File: src/rtl/pulse_swallow_ctrl.sv
// pulse_swallow_ctrl
//   Program/swallow counter of a dual-modulus (P / P+1) fractional-N divider.
//   Clocked by the prescaler output. Each divided period lasts Pc prescaler
//   cycles: mc is held high (divide by P+1) for the first S of those cycles and
//   low (divide by P) for the rest, so one period spans N = P*Pc + S VCO cycles.
//   The ratio is sampled once per period, on the load edge; a ratio that
//   cannot be realised (Pc == 0 or S > Pc) is rejected and the previous one is
//   reused.
// Ports
//   clk       prescaler output clock
//   rst_n     asynchronous active-low reset
//   en        run enable; low parks the counter in IDLE
//   ratio_i   requested division ratio N (sampled on load edges only)
//   mc        modulus control, 1 = P+1, 0 = P
//   div_out   1-cycle pulse on the first cycle of each divided period
//   div_tgl   toggles on every div_out pulse
//   load_o    1-cycle pulse: ratio_i accepted for this period
//   ratio_err 1-cycle pulse: ratio_i rejected, previous ratio reused
module pulse_swallow_ctrl #(
  parameter int N_W       = 8,
  parameter int P_LOG2    = 2,
  parameter int RST_RATIO = 23
) (
  input  logic           clk,
  input  logic           rst_n,
  input  logic           en,
  input  logic [N_W-1:0] ratio_i,
  output logic           mc,
  output logic           div_out,
  output logic           div_tgl,
  output logic           load_o,
  output logic           ratio_err
);

  localparam int PC_W = N_W - P_LOG2;
  localparam logic [PC_W-1:0]   PC_ONE = PC_W'(1);
  localparam logic [P_LOG2-1:0] S_ONE  = P_LOG2'(1);

  typedef enum logic {IDLE, RUN} state_t;

  state_t            state;
  logic [PC_W-1:0]   p_cnt;
  logic [P_LOG2-1:0] s_cnt;
  logic [N_W-1:0]    active;

  logic [PC_W-1:0]   pc_in;
  logic [P_LOG2-1:0] s_in;
  logic              valid;
  logic [N_W-1:0]    new_ratio;
  logic              load;

  assign pc_in     = ratio_i[N_W-1:P_LOG2];
  assign s_in      = ratio_i[P_LOG2-1:0];
  // Pc >= S guarantees the swallow phase fits inside the period.
  assign valid     = (pc_in != '0) && (pc_in >= PC_W'(s_in));
  assign new_ratio = valid ? ratio_i : active;
  assign load      = en && ((state == IDLE) || (p_cnt == '0));

  // Swallow counter nonzero <=> still in the P+1 phase of the period.
  assign mc = (s_cnt != '0);

  always_ff @(posedge clk or negedge rst_n) begin
    if (!rst_n) begin
      state     <= IDLE;
      p_cnt     <= '0;
      s_cnt     <= '0;
      active    <= N_W'(RST_RATIO);
      div_out   <= 1'b0;
      div_tgl   <= 1'b0;
      load_o    <= 1'b0;
      ratio_err <= 1'b0;
    end else if (!en) begin
      // div_tgl and the active ratio survive a pause.
      state     <= IDLE;
      p_cnt     <= '0;
      s_cnt     <= '0;
      div_out   <= 1'b0;
      load_o    <= 1'b0;
      ratio_err <= 1'b0;
    end else if (load) begin
      state     <= RUN;
      active    <= new_ratio;
      p_cnt     <= new_ratio[N_W-1:P_LOG2] - PC_ONE;
      s_cnt     <= new_ratio[P_LOG2-1:0];
      div_out   <= 1'b1;
      div_tgl   <= ~div_tgl;
      load_o    <= valid;
      ratio_err <= ~valid;
    end else begin
      p_cnt     <= p_cnt - PC_ONE;
      if (s_cnt != '0) s_cnt <= s_cnt - S_ONE;
      div_out   <= 1'b0;
      load_o    <= 1'b0;
      ratio_err <= 1'b0;
    end
  end

endmodule

File: config.mk
export PLATFORM = sky130hd
export DESIGN_NAME = pulse_swallow_ctrl
export DESIGN_NICKNAME = d
export VERILOG_FILES = /design/src/rtl/pulse_swallow_ctrl.sv
export SDC_FILE = /design/constraint.sdc
export NUM_CORES = 1
export LEC_CHECK = 0
export ABC_CLOCK_PERIOD_IN_PS = 7000
export BUFFER_PORTS_ARGS = -buffer_cell sky130_fd_sc_hd__buf_2
export CORE_UTILIZATION = 60
export DETAILED_ROUTE_END_ITERATION = 10
export PLACE_DENSITY = 0.84
export SETUP_SLACK_MARGIN = 0.5
export SYNTH_ARGS = -nofsm -noshare
export SYNTH_HDL_FRONTEND = slang
export SYNTH_SLANG_ARGS = --single-unit
export TNS_END_PERCENT = 5
File: constraint.sdc
create_clock -name clk -period 7 [get_ports clk]
set_input_delay 1.05 -clock clk [delete_from_list [all_inputs] [get_ports clk]]
set_output_delay 1.05 -clock clk [all_outputs]
set_load 0.1 [all_outputs]
Yosys cells after proc, flatten, opt, wreduce, memory -nomap -nowiden
Cells that the tools add are included.
{"block": "totals", "reg_bits": 21, "latchBits": 0, "mem_bits_rw": 0, "rom_bits": 0, "input_bits": 11, "out_inout_bits": 5, "word_cells": 38, "memories": 0}
{"block": "classes", "n_addsub": 3, "mul": 0, "div": 0, "order_cmp": 1, "eq_ne": 2, "n_shift": 0, "mux": 14, "bitwise": 3, "n_reduce_logical": 7}
{"op": "6-bit two-way mux", "count": 2}
{"op": "6-bit by 1-bit subtractor with 6-bit output (second input constant)", "count": 2}
{"op": "1-bit two-way mux", "count": 8}
{"op": "8-bit two-way mux", "count": 1}
{"op": "6-bit by 2-bit greater-or-equal comparator with 1-bit output", "count": 1}
{"op": "6-bit logical NOT", "count": 1}
{"op": "2-bit two-way mux", "count": 3}
{"op": "6-bit nonzero test", "count": 1}
{"op": "3-bit by 1-bit != test with 1-bit output (second input constant)", "count": 1}
{"op": "1-bit inverter", "count": 3}
{"op": "1-bit logical AND", "count": 2}
{"op": "2-bit by 1-bit != test with 1-bit output (second input constant)", "count": 1}
{"op": "2-bit AND reduction", "count": 1}
{"op": "2-bit nonzero test", "count": 1}
{"op": "2-bit by 1-bit subtractor with 2-bit output (second input constant)", "count": 1}
{"op": "1-bit logical OR", "count": 1}

Logic depth before layout (Yosys ltp)
Gate-level depths: netlist of run 1.
{"block": "logic_depth", "word_depth": 6, "depth_mapped": 10}

Least setup slack after synthesis of run 1
No wires, ideal clock.
{"block": "synth_path", "kind": "input to register", "start": "input ratio_i[2]", "end": "register p_cnt[4]", "setup_time_ps": 121, "t_arrival_ps": 2671, "required_time_ps": 6879, "slack_ps": 4208, "cell_stages": 10, "path_cell_list": "inv_1 -> ha_1 -> nand2b_2 -> a211oi_1 -> o21ai_1 -> mux2i_1 -> ha_1 -> o2111ai_1 -> xor2_1 -> nor2_1"}
{"block": "synth_between", "elab_chain_cells": 6, "elab_cells_between_ends": 7}
{"item": "from (decl)", "line_no": "27", "text": "input logic [N_W-1:0] ratio_i,"}
{"item": "6-bit by 2-bit greater-or-equal comparator with 1-bit output / 6-bit nonzero test (equally long branches)", "line_no": "55", "text": "assign valid = (pc_in != '0) && (pc_in >= PC_W'(s_in));"}
{"item": "1-bit logical AND", "line_no": "55"}
{"item": "8-bit two-way mux *", "line_no": "56", "text": "assign new_ratio = valid ? ratio_i : active;"}
{"item": "6-bit by 1-bit subtractor with 6-bit output *", "line_no": "83", "text": "p_cnt <= new_ratio[N_W-1:P_LOG2] - PC_ONE;"}
{"item": "6-bit two-way mux *", "line_no": "80", "text": "end else if (load) begin"}
{"item": "6-bit two-way mux *", "line_no": "72", "text": "end else if (!en) begin"}
{"item": "to (signal assigned)", "line_no": "83"}
{"item": "to (signal assigned)", "line_no": "90", "text": "p_cnt <= p_cnt - PC_ONE;"}
{"item": "to (decl)", "line_no": "42", "text": "logic [PC_W-1:0] p_cnt;"}
Mark *: on every way between the ends. The rest lies on a longest branch, timed or not.
A chain may end at the register's enable or synchronous reset.

Worst setup path in the final report of run 1
{"block": "layout_path", "start": "input ratio_i[5]", "end": "register p_cnt[4]"}
The elaborated chain is that of the path after synthesis.

==> impl_metrics.yaml, run 1 <==
synthesis:
  syn_nets: 132
  syn_inst: 117
  ys_ff_latch: 21
  async_flop_share_pct: 100
  syn_avg_cell_area_sq_um: 10.2
  yosys_warnings: 0
  synth_seq_area_share_pct: 44.3
  synth_area_sq_um: 1200
  synth_ff_type: "dfrtp_1"
  ys_types: 45
  synth_edf_count: 0
sta:
  report.final.slew_viol_count: 0
  finalSetupViolCount: 0
  finalCriticalPeriod_ps: 2860
  max_slew_margin_pct: 67.9
  fin_worst_skew_ps: 3.97
  hold_viol: 0
  grt_setup_unrepaired: "no"
  post-route-period-util_pct: 40.9
  fmax_ghz: 0.349
  fin_tns_setup_ps: 0
  worstMarginPinSlew_ps: 486
die:
  num_rows: 15
  initial_core_util_pct: 66.5
  die_x_microns: 46.7
  dieArea_sq_um: 2180
  ios: 16
  coreArea_sq_um: 1800
  die_h_microns: 46.7
route:
  drt_first_pass_iters: 4
  dr_total_vias: 931
  avgRoutedWirePerCell_microns: 14.5
  via_per_inst: 5.89
  ant_nets: 0
  drt_first_iter_violations: 27
  route.detailed.drc: 0
  wl_mm: 2.29
clock_network:
  insertion_delay_ps: 300
  clock_sinks: 21
  htree_levels: 1
  clk_path_buf_depth: 2
  clk_pin_slew_ps: 110
  root_buffer: "clkbuf_4"
  cts_tree: "built"
  numCtsBuffers: 3
  postCtsSetupRepairBufs: 0
  cts.repair.resized: 0
  ctsHoldBuffers: 0
hold_path:
  hold_path_depth: 1
  holdCritPathClass: "reg2reg"
grt:
  grt_first_pass_wirelength_mm: 3.77
  grt_max_degree: 22
  track_usage_pct: 24.6
  grt_antenna_before_repair: 0
  grt_overflow_total: 0
  grt_pass1_vias: 878
setup_path:
  critPathMaxFanout: 4
  path_delay_family: "simple AND/OR/NAND/NOR gates"
  critPathKind: "in2reg"
  r2r_cells: 9
  cp.depth: 9
  cp-start-kind: "primary input"
  worstPathRequired_ps: 7200
  crit_buf_inv: 1
  cpMaxStageDelayCell: "or4_1"
  arrival_ps: 3060
  cpPeakStageDelay_ps: 530
  cp_cell_sequence: "buf_2 > or4_1 > a211oi_1 > o21ai_1 > mux2i_1 > ha_1 > o2111ai_1 > xor2_1 > nor2_1"
  worst_setup_path_end_kind: "flip-flop"
placement:
  numPortBuffers: 15
  place_congestion: 0.879
  placed_cells: 154
  dp_hpwl_mm: 1.79
finish:
  instances_no_fill: 158
  nets: 149
  area_delta_synth_final_pct: 9.82
  drive_gt1_share_pct: 26.3
  diodes: 0
  n_fill_cell: 141
run:
  timing.max_cap.violations: 0
power:
  p_per_area_nw_per_um2: 323
  p_leak_nw: 0.601
  irDropWorstVdd_mv: 0.313
outcome:
  status: "finished, final reports clean"
[sequential cells by signal, summed over array words and instances (netlist names)]
register	count
s_cnt	2
load_o	1
state	1
ratio_err	1
p_cnt	6
div_out	1
div_tgl	1
active	8
[placed cells by master, fill, tap and decap left out, drive strengths merged, types with 3 or more instances in the layout]
cell type,Yosys,layout
o21a,4,4
buf,1,15
clkbuf,2,4
nor2,6,6
o21ai,8,8
o2111ai,5,5
dfrtp,17,17
o31ai,3,3
ha,4,4
inv,11,11
mux2i,3,3
nand2,16,16
dfstp,4,4
[worst paths after layout]
check / start / to / slack, ps
max: ratio_i[5] / p_cnt[4] / 4140
min: div_tgl / div_tgl / 470
max reg2reg: p_cnt[5] / p_cnt[4] / 4370
min reg2reg: div_tgl / div_tgl / 470
max in group asynchronous: rst_n / active[4] / 5990
min in group asynchronous: rst_n / s_cnt[0] / 670
[metal layers]
metal	up-vias	part of all wire (%)	global-route usage, %
met2	17	50	41.1
met1	453	46	31.8
met3	2	2.6	3.92
met5	-	0	0
met4	0	1.3	8.57
li1	459	-	-
[synthesized netlist by cell type, drive strengths merged (2+ instances only)]
library cell / instances / area, sq um
dfrtp: 17 / 425
nand2: 16 / 62.6
inv: 11 / 41.3
o21ai: 8 / 40.0
nor2: 6 / 22.5
o2111ai: 5 / 43.8
dfstp: 4 / 105
ha: 4 / 50.1
o21a: 4 / 30.0
mux2i: 3 / 33.8
o31ai: 3 / 36.3
a22o: 2 / 17.5
a311oi: 2 / 17.5
and2: 2 / 12.5
clkbuf: 2 / 7.51
mux2: 2 / 22.5
o211ai: 2 / 15.0
o31a: 2 / 18.8
or4: 2 / 18.8
xnor2: 2 / 17.5
xor2: 2 / 17.5
[through the flow]
step | util (%) | hold slack, ps | power, mW | worst slack (ps) | cell area [sq um]
2_1_floorplan | - | 443 | 0.332 | 4210 | 1200
3_5_place_dp | 71.5 | 461 | 0.369 | 3830 | 1290
4_1_cts | 73.0 | 479 | 0.428 | 4170 | 1320
3_3_place_gp | 71.5 | 452 | 0.363 | 3940 | 1290
6_report | 73.0 | 474 | 0.425 | 4140 | 1320
5_1_grt | 73.0 | 492 | 0.451 | 3980 | 1320
[cell type report]
class                           instances  area [sq um]  share of cell area [%]
Inverter                               12          50.0                    3.81
Sequential cell                        21           531                    40.3
Timing Repair Buffer                   15          75.1                    5.71
Clock buffer                            4          26.3                    2.00
Tap cell                               25          31.3                    2.38
Multi-Input combinational cell         81           602                    45.8
[where the power goes]
part / total [mW] / internal, mW / leakage [nW] / switching [mW]
Combinational: 0.187 / 0.0628 / 0.329 / 0.125
Sequential: 0.180 / 0.158 / 0.257 / 0.0219
Clock: 0.0574 / 0.0223 / 0.0150 / 0.0352
Total: 0.425 / 0.243 / 0.601 / 0.182
[cell families after synthesis]
logic type	synth area share, %
compound gates	23.1
simple gates	15.4
flops	44.3
buf+inv	5.43
mux	4.70
xor+xnor	2.93
fa+ha+maj	4.18
Note: power is estimated with default switching activity, not from simulation.
==> inputs of run 2 (changes only) <==
ABC_AREA = 1   (was not set)
ABC_CLOCK_PERIOD_IN_PS = 2750   (was 7000)
CORE_UTILIZATION = 55   (was 60)
PLACE_DENSITY = 0.78   (was 0.84)
clock period = 2.75 ns   (was 7 ns; I/O delays follow)
==> run 2 against run 1 <==
Worst setup slack worse by 3400 ps. Synthesized cell count is 24% higher. Global-route usage is 1.0 points lower. Final cell count is 20% higher. Clock skew is 2.0 ps higher. First-iteration DRC count is 44% lower. Area after synthesis is 6.0% lower. Clock-buffer cell count is 1 lower. Sequential share of layout area is 1.8 points higher. Largest cell class is now registers. Largest power group unchanged.
==> impl_metrics.yaml, run 2 <==
sta:
  report.final.slew_viol_count: 0
  fmax_ghz: 0.488
  worstMarginPinSlew_ps: 485
  hold_viol: 0
  max_slew_margin_pct: 67.9
  grt_setup_unrepaired: "no"
  fin_worst_skew_ps: 5.99
  finalSetupViolCount: 0
  finalCriticalPeriod_ps: 2050
  worst_hold_slack_ps: 34.3
  fin_tns_setup_ps: 0
  post-route-period-util_pct: 74.5
placement:
  dp_hpwl_mm: 1.67
  place_congestion: 0.848
  placed_cells: 185
  numPortBuffers: 15
setup_path:
  cpMaxStageDelayCell: "dfrtp_1"
  r2r_cells: 12
  path_delay_family: "simple AND/OR/NAND/NOR gates"
  worstPathRequired_ps: 2960
  regToRegStartpoint: "p_cnt[3]"
  cpPeakStageDelay_ps: 420
  critPathKind: "reg2reg"
  r2r-end: "p_cnt[2]"
  cp-start-kind: "flip-flop"
  critPathMaxFanout: 11
  crit_buf_inv: 2
  arrival_ps: 2260
  cp_cell_sequence: "nor2_1 > nand3_1 > nand2_2 > nand2_2 > nor2_2 > nand2_1 > nand3_1 > inv_1 > ha_1 > inv_1 > xor2_1 > nor2_1"
  worst_setup_path_end_kind: "flip-flop"
  ff2ff_setup_slack_ps: 700
power:
  p_per_area_nw_per_um2: 808
  total_power_mw: 1.02
  clkPwrFrac_pct: 14.5
  sequentialPowerShare_pct: 42.4
  power.share.combinational_pct: 43.1
  netSwitchingFraction_pct: 44.8
  power.net_switching_mw: 0.456
  p_int_mw: 0.562
  irDropWorstVdd_mv: 0.490
  p_leak_nw: 0.703
synthesis:
  syn_nets: 160
  synth_area_sq_um: 1130
  synthTopCellsByCount: "nand2_1 (45), inv_1 (21), dfrtp_1 (17)"
  ys_types: 24
  synthTopCellsByArea: "dfrtp_1 (38%), nand2_1 (15%), dfstp_2 (9.3%)"
  ys_ff_latch: 21
  synth_edf_count: 0
  syn_avg_cell_area_sq_um: 7.77
  synth_top_area_cell: "dfrtp_1"
  synth_top_area_share_pct: 37.8
  syn_inst: 145
  synth_most_common_cell: "nand2_1"
  yosys_warnings: 0
  async_flop_share_pct: 100
  synth_ff_type: "dfrtp_1"
  synth_seq_area_share_pct: 47.1
die:
  coreArea_sq_um: 1940
  initial_core_util_pct: 58.0
  ios: 16
  dieArea_sq_um: 2230
  die_h_microns: 47.3
  num_rows: 16
  die_x_microns: 47.3
finish:
  area_delta_synth_final_pct: 11.9
  diodes: 0
  reg_top3: "active: 8 flops, p_cnt: 6 flops, s_cnt: 2 flops"
  n_fill_cell: 176
  instances_no_fill: 189
  final_cell_mix: "nand2_1 (45), inv_1 (21), dfrtp_1 (17)"
  largest_reg_flops: 8
  nets: 178
  largest-register: "active"
  utilization_pct: 64.9
  mostFrequentLayoutCell: "nand2_1"
  drive_gt1_share_pct: 21.6
clock_network:
  clock_sinks: 21
  insertion_delay_ps: 310
  numCtsBuffers: 3
  postCtsSetupRepairBufs: 0
  ctsHoldBuffers: 0
  cts_tree: "built"
  htree_levels: 1
  root_buffer: "clkbuf_4"
  clk_path_buf_depth: 2
  clk_pin_slew_ps: 120
  cts.repair.resized: 0
route:
  ant_nets: 0
  avgRoutedWirePerCell_microns: 11.6
  drt_first_pass_iters: 4
  route.detailed.drc: 0
  dr_total_vias: 959
  wl_mm: 2.18
  via_per_inst: 5.07
  drt_first_iter_violations: 15
grt:
  use_met3_pct: 3.85
  grt_antenna_before_repair: 0
  grtUsageMet2_pct: 38.9
  grt_max_degree: 22
  grt_busiest_layer: "met2"
  met1_usage_pct: 29.7
  grt_first_pass_wirelength_mm: 3.57
  track_usage_pct: 23.5
  grt_pass1_vias: 876
  grt_overflow_total: 0
outcome:
  status: "finished, final reports clean"
run:
  timing.max_cap.violations: 0
hold_path:
  holdCritPathClass: "in2async"
==> run 2: changes by cell type after synthesis, moves of 3 or more <==
cell,delta
a21oi_1,+3
o21ai_1,-7
o2111ai_1,-5
nor2_1,+6
inv_1,+12
nand3_1,+9
nand2_1,+30
nand2_2,+3
clkinv_1,+3
o21ai_0,+4
o21a_1,-4
==> run 2: layer usage <==
| metal | routed length (microns) | vias up |
|---|---|---|
| met5 | 0 | - |
| li1 | - | 477 |
| met3 | 60 | 9 |
| met2 | 1080 | 25 |
| met4 | 79 | 0 |
| met1 | 962 | 448 |
==> run 2: cells by family after synthesis <==
family                   share of synthesized area [%]
XOR/XNOR                                          1.56
buffers and inverters                             10.3
AND/OR/NAND/NOR                                   30.3
flip-flops                                        47.1
adder cells (fa/ha/maj)                           4.44
AO/OA/AOI/OAI                                     6.22
==> run 2: layout make-up <==
type	instances	area (sq um)	area share, %
flip-flops and latches	21	531	42.1
multi-input cells	96	492	39.0
inverters	25	93.8	7.45
repair buffers	16	82.6	6.55
well taps	27	33.8	2.68
clock buffers	3	22.5	1.79
clock inverters	1	5.00	0.397
==> run 2: worst register-to-register path, stage by stage, from the launching register on <==
cell and delay [ps]:
dfrtp_1 420, nor2_1 110, nand3_1 160, nand2_2 140, nand2_2 180, nor2_2 170, nand2_1 60, nand3_1 140
inv_1 70, ha_1 190, inv_1 100, xor2_1 160, nor2_1 60
==> run 2: power groups by stage <==
stage	registers [mW]	logic [mW]	clock network [mW]
after floorplan	0.513	0.272	0
after global placement	0.434	0.419	0
after detailed placement	0.437	0.433	0
after CTS	0.430	0.435	0.154
after global routing	0.440	0.486	0.165
final	0.431	0.439	0.148
==> run 2: per-stage QoR <==
stage                     area, sq um  setup slack [ps]
after detailed placement         1220               351
after global routing             1260               513
after CTS                        1250               571
after floorplan                  1130               701
after global placement           1220               392
final                            1260               702
==> run 2: worst max path at each step <==
stage | start | cells after the start | to | slack, ps
6_report | p_cnt[3] | 12 | p_cnt[2] | 700
5_1_grt | p_cnt[1] | 14 | p_cnt[4] | 510
4_1_cts | p_cnt[1] | 11 | p_cnt[4] | 570
3_5_place_dp | ratio_i[2] | 18 | p_cnt[4] | 350
3_3_place_gp | ratio_i[2] | 18 | p_cnt[4] | 390
2_1_floorplan | ratio_i[2] | 17 | p_cnt[4] | 700
==> inputs of run 3 (changes only) <==
ABC_CLOCK_PERIOD_IN_PS = 1870   (was 2750)
CORE_UTILIZATION = 50   (was 55)
PLACE_DENSITY = 0.75   (was 0.78)
clock period = 1.87 ns   (was 2.75 ns; I/O delays follow)
==> run 3 against run 2 <==
Clock-buffer cell count unchanged. Clock skew about the same. Register-to-register slack got worse by 600 ps. Via count rose by 9.5%. Final cell count grew 9.5%. Sequential power rose by 48%. Die area increased by 9.6%. Maximum frequency up 16%. Highest routed layer unchanged.
==> impl_metrics.yaml, run 3 (synthesized netlist as in run 2, its figures left out) <==
route:
  drt_first_pass_iters: 4
  ant_nets: 0
  avgRoutedWirePerCell_microns: 12.7
  drt_first_iter_violations: 34
  dr_total_vias: 1050
  route.detailed.drc: 0
  via_per_inst: 5.07
  wl_mm: 2.63
clock_network:
  numCtsBuffers: 3
  htree_levels: 1
  clk_pin_slew_ps: 120
  insertion_delay_ps: 310
  root_buffer: "clkbuf_4"
  cts_tree: "built"
  clk_path_buf_depth: 2
  clock_sinks: 21
setup_path:
  cp-start-kind: "flip-flop"
  cp_cell_sequence: "nor2_1 > nand3_2 > nand2_4 > nand2_8 > buf_6 > nand2_1 > nand2_1 > inv_1 > nand2_2 > nor2_4 > nand3_2 > nand2_1 > inv_1 > nor2_1"
  critPathMaxFanout: 7
  cpPeakStageDelay_ps: 410
  worst_setup_path_end_kind: "flip-flop"
  critPathKind: "reg2reg"
  cpMostUsedCell: "nand2_1"
  arrival_ps: 2030
  cpMaxStageDelayCell: "dfrtp_1"
  worstPathRequired_ps: 2130
sta:
  post-route-period-util_pct: 94.8
  fin_tns_setup_ps: 0
  hold_viol: 0
  worst_slack_ps: 97.0
  worst_hold_slack_ps: 238
  worstMarginPinSlew_ps: 482
  report.final.slew_viol_count: 0
  fin_worst_skew_ps: 5.73
  finalSetupViolCount: 0
  grt_setup_unrepaired: "yes"
  max_slew_margin_pct: 68.1
  fmax_ghz: 0.564
  finalCriticalPeriod_ps: 1770
grt:
  grt_overflow_total: 0
  grt_max_degree: 22
  track_usage_pct: 22.9
  grt_first_pass_wirelength_mm: 4.26
  grt_pass1_vias: 1029
  grt_antenna_before_repair: 0
power:
  p_leak_nw: 0.818
  irDropWorstVdd_mv: 0.817
  p_per_area_nw_per_um2: 1120
  total_power_mw: 1.71
die:
  die_x_microns: 49.5
  initial_core_util_pct: 55.1
  num_rows: 16
  dieArea_sq_um: 2450
  die_h_microns: 49.5
  ios: 16
  coreArea_sq_um: 2040
placement:
  pre_cts_ws_ps: -250
  place_congestion: 0.874
  post_dp_cell_area_sq_um: 1340
  dp_hpwl_mm: 1.75
  numPortBuffers: 15
  placed_cells: 196
finish:
  nets: 196
  instances_no_fill: 207
  reg_top3: "active: 8 flops, p_cnt: 6 flops, s_cnt: 2 flops"
  largest_reg_flops: 8
  largest-register: "active"
  final_cell_mix: "nand2_1 (42), inv_1 (17), dfrtp_1 (17)"
  diodes: 0
  drive_gt1_share_pct: 39.4
  area_delta_synth_final_pct: 36.2
  utilization_pct: 75.1
  design_area_sq_um: 1530
  mostFrequentLayoutCell: "nand2_1"
hold_path:
  holdCritPathClass: "in2reg"
outcome:
  status: "finished, final reports clean"
run:
  timing.max_cap.violations: 0
## run 3: final timing paths
kind / to / startpoint / cells after the start / slack [ps]
worst max-delay path: p_cnt[5] / p_cnt[1] / 14 / 100
worst min-delay path: state / en / 1 / 240
worst max register to register: p_cnt[5] / p_cnt[1] / 14 / 100
worst min register to register: active[0] / active[0] / 2 / 480
max in group asynchronous: active[1] / rst_n / 2 / 1090
min in group asynchronous: div_out / rst_n / 2 / 430
## run 3: routing by layer
layer,part of all wire (%),vias to the layer above,global-route usage [%]
li1,-,512,-
met1,42,490,29.3
met2,50,37,39.7
met3,5.6,11,3.40
met4,2.7,0,7.14
met5,0,-,0
## run 3: worst max-delay path: cells and delay by family, from the launching register on
family	cells	cell delay (ps)
and+or+nand+nor	11	1050
DFF	1	410
buffers and inverters	3	260
## run 3: power by group
group | switching, mW | internal (mW) | leakage (nW)
clock | 0.145 | 0.0801 | 0.0177
combinational | 0.560 | 0.287 | 0.543
sequential | 0.0631 | 0.577 | 0.257
## run 3: timing repair
item / CTS / global route
gates resized for setup: 5 / 22
setup buffers: 2 / 4
hold buffers: 1 / 0
endpoints found under the setup margin: 19 / 22
pin swaps: 4 / 19
hold endpoints to repair: 17 / 0
## run 3: area by class of cell
class,count,area (sq um)
inverter,25,109
tap,27,33.8
clock inverter,1,5.00
clock buffer,3,22.5
multi-input combinational,96,599
sequential,21,531
timing repair buffer,34,234
fill,140,508
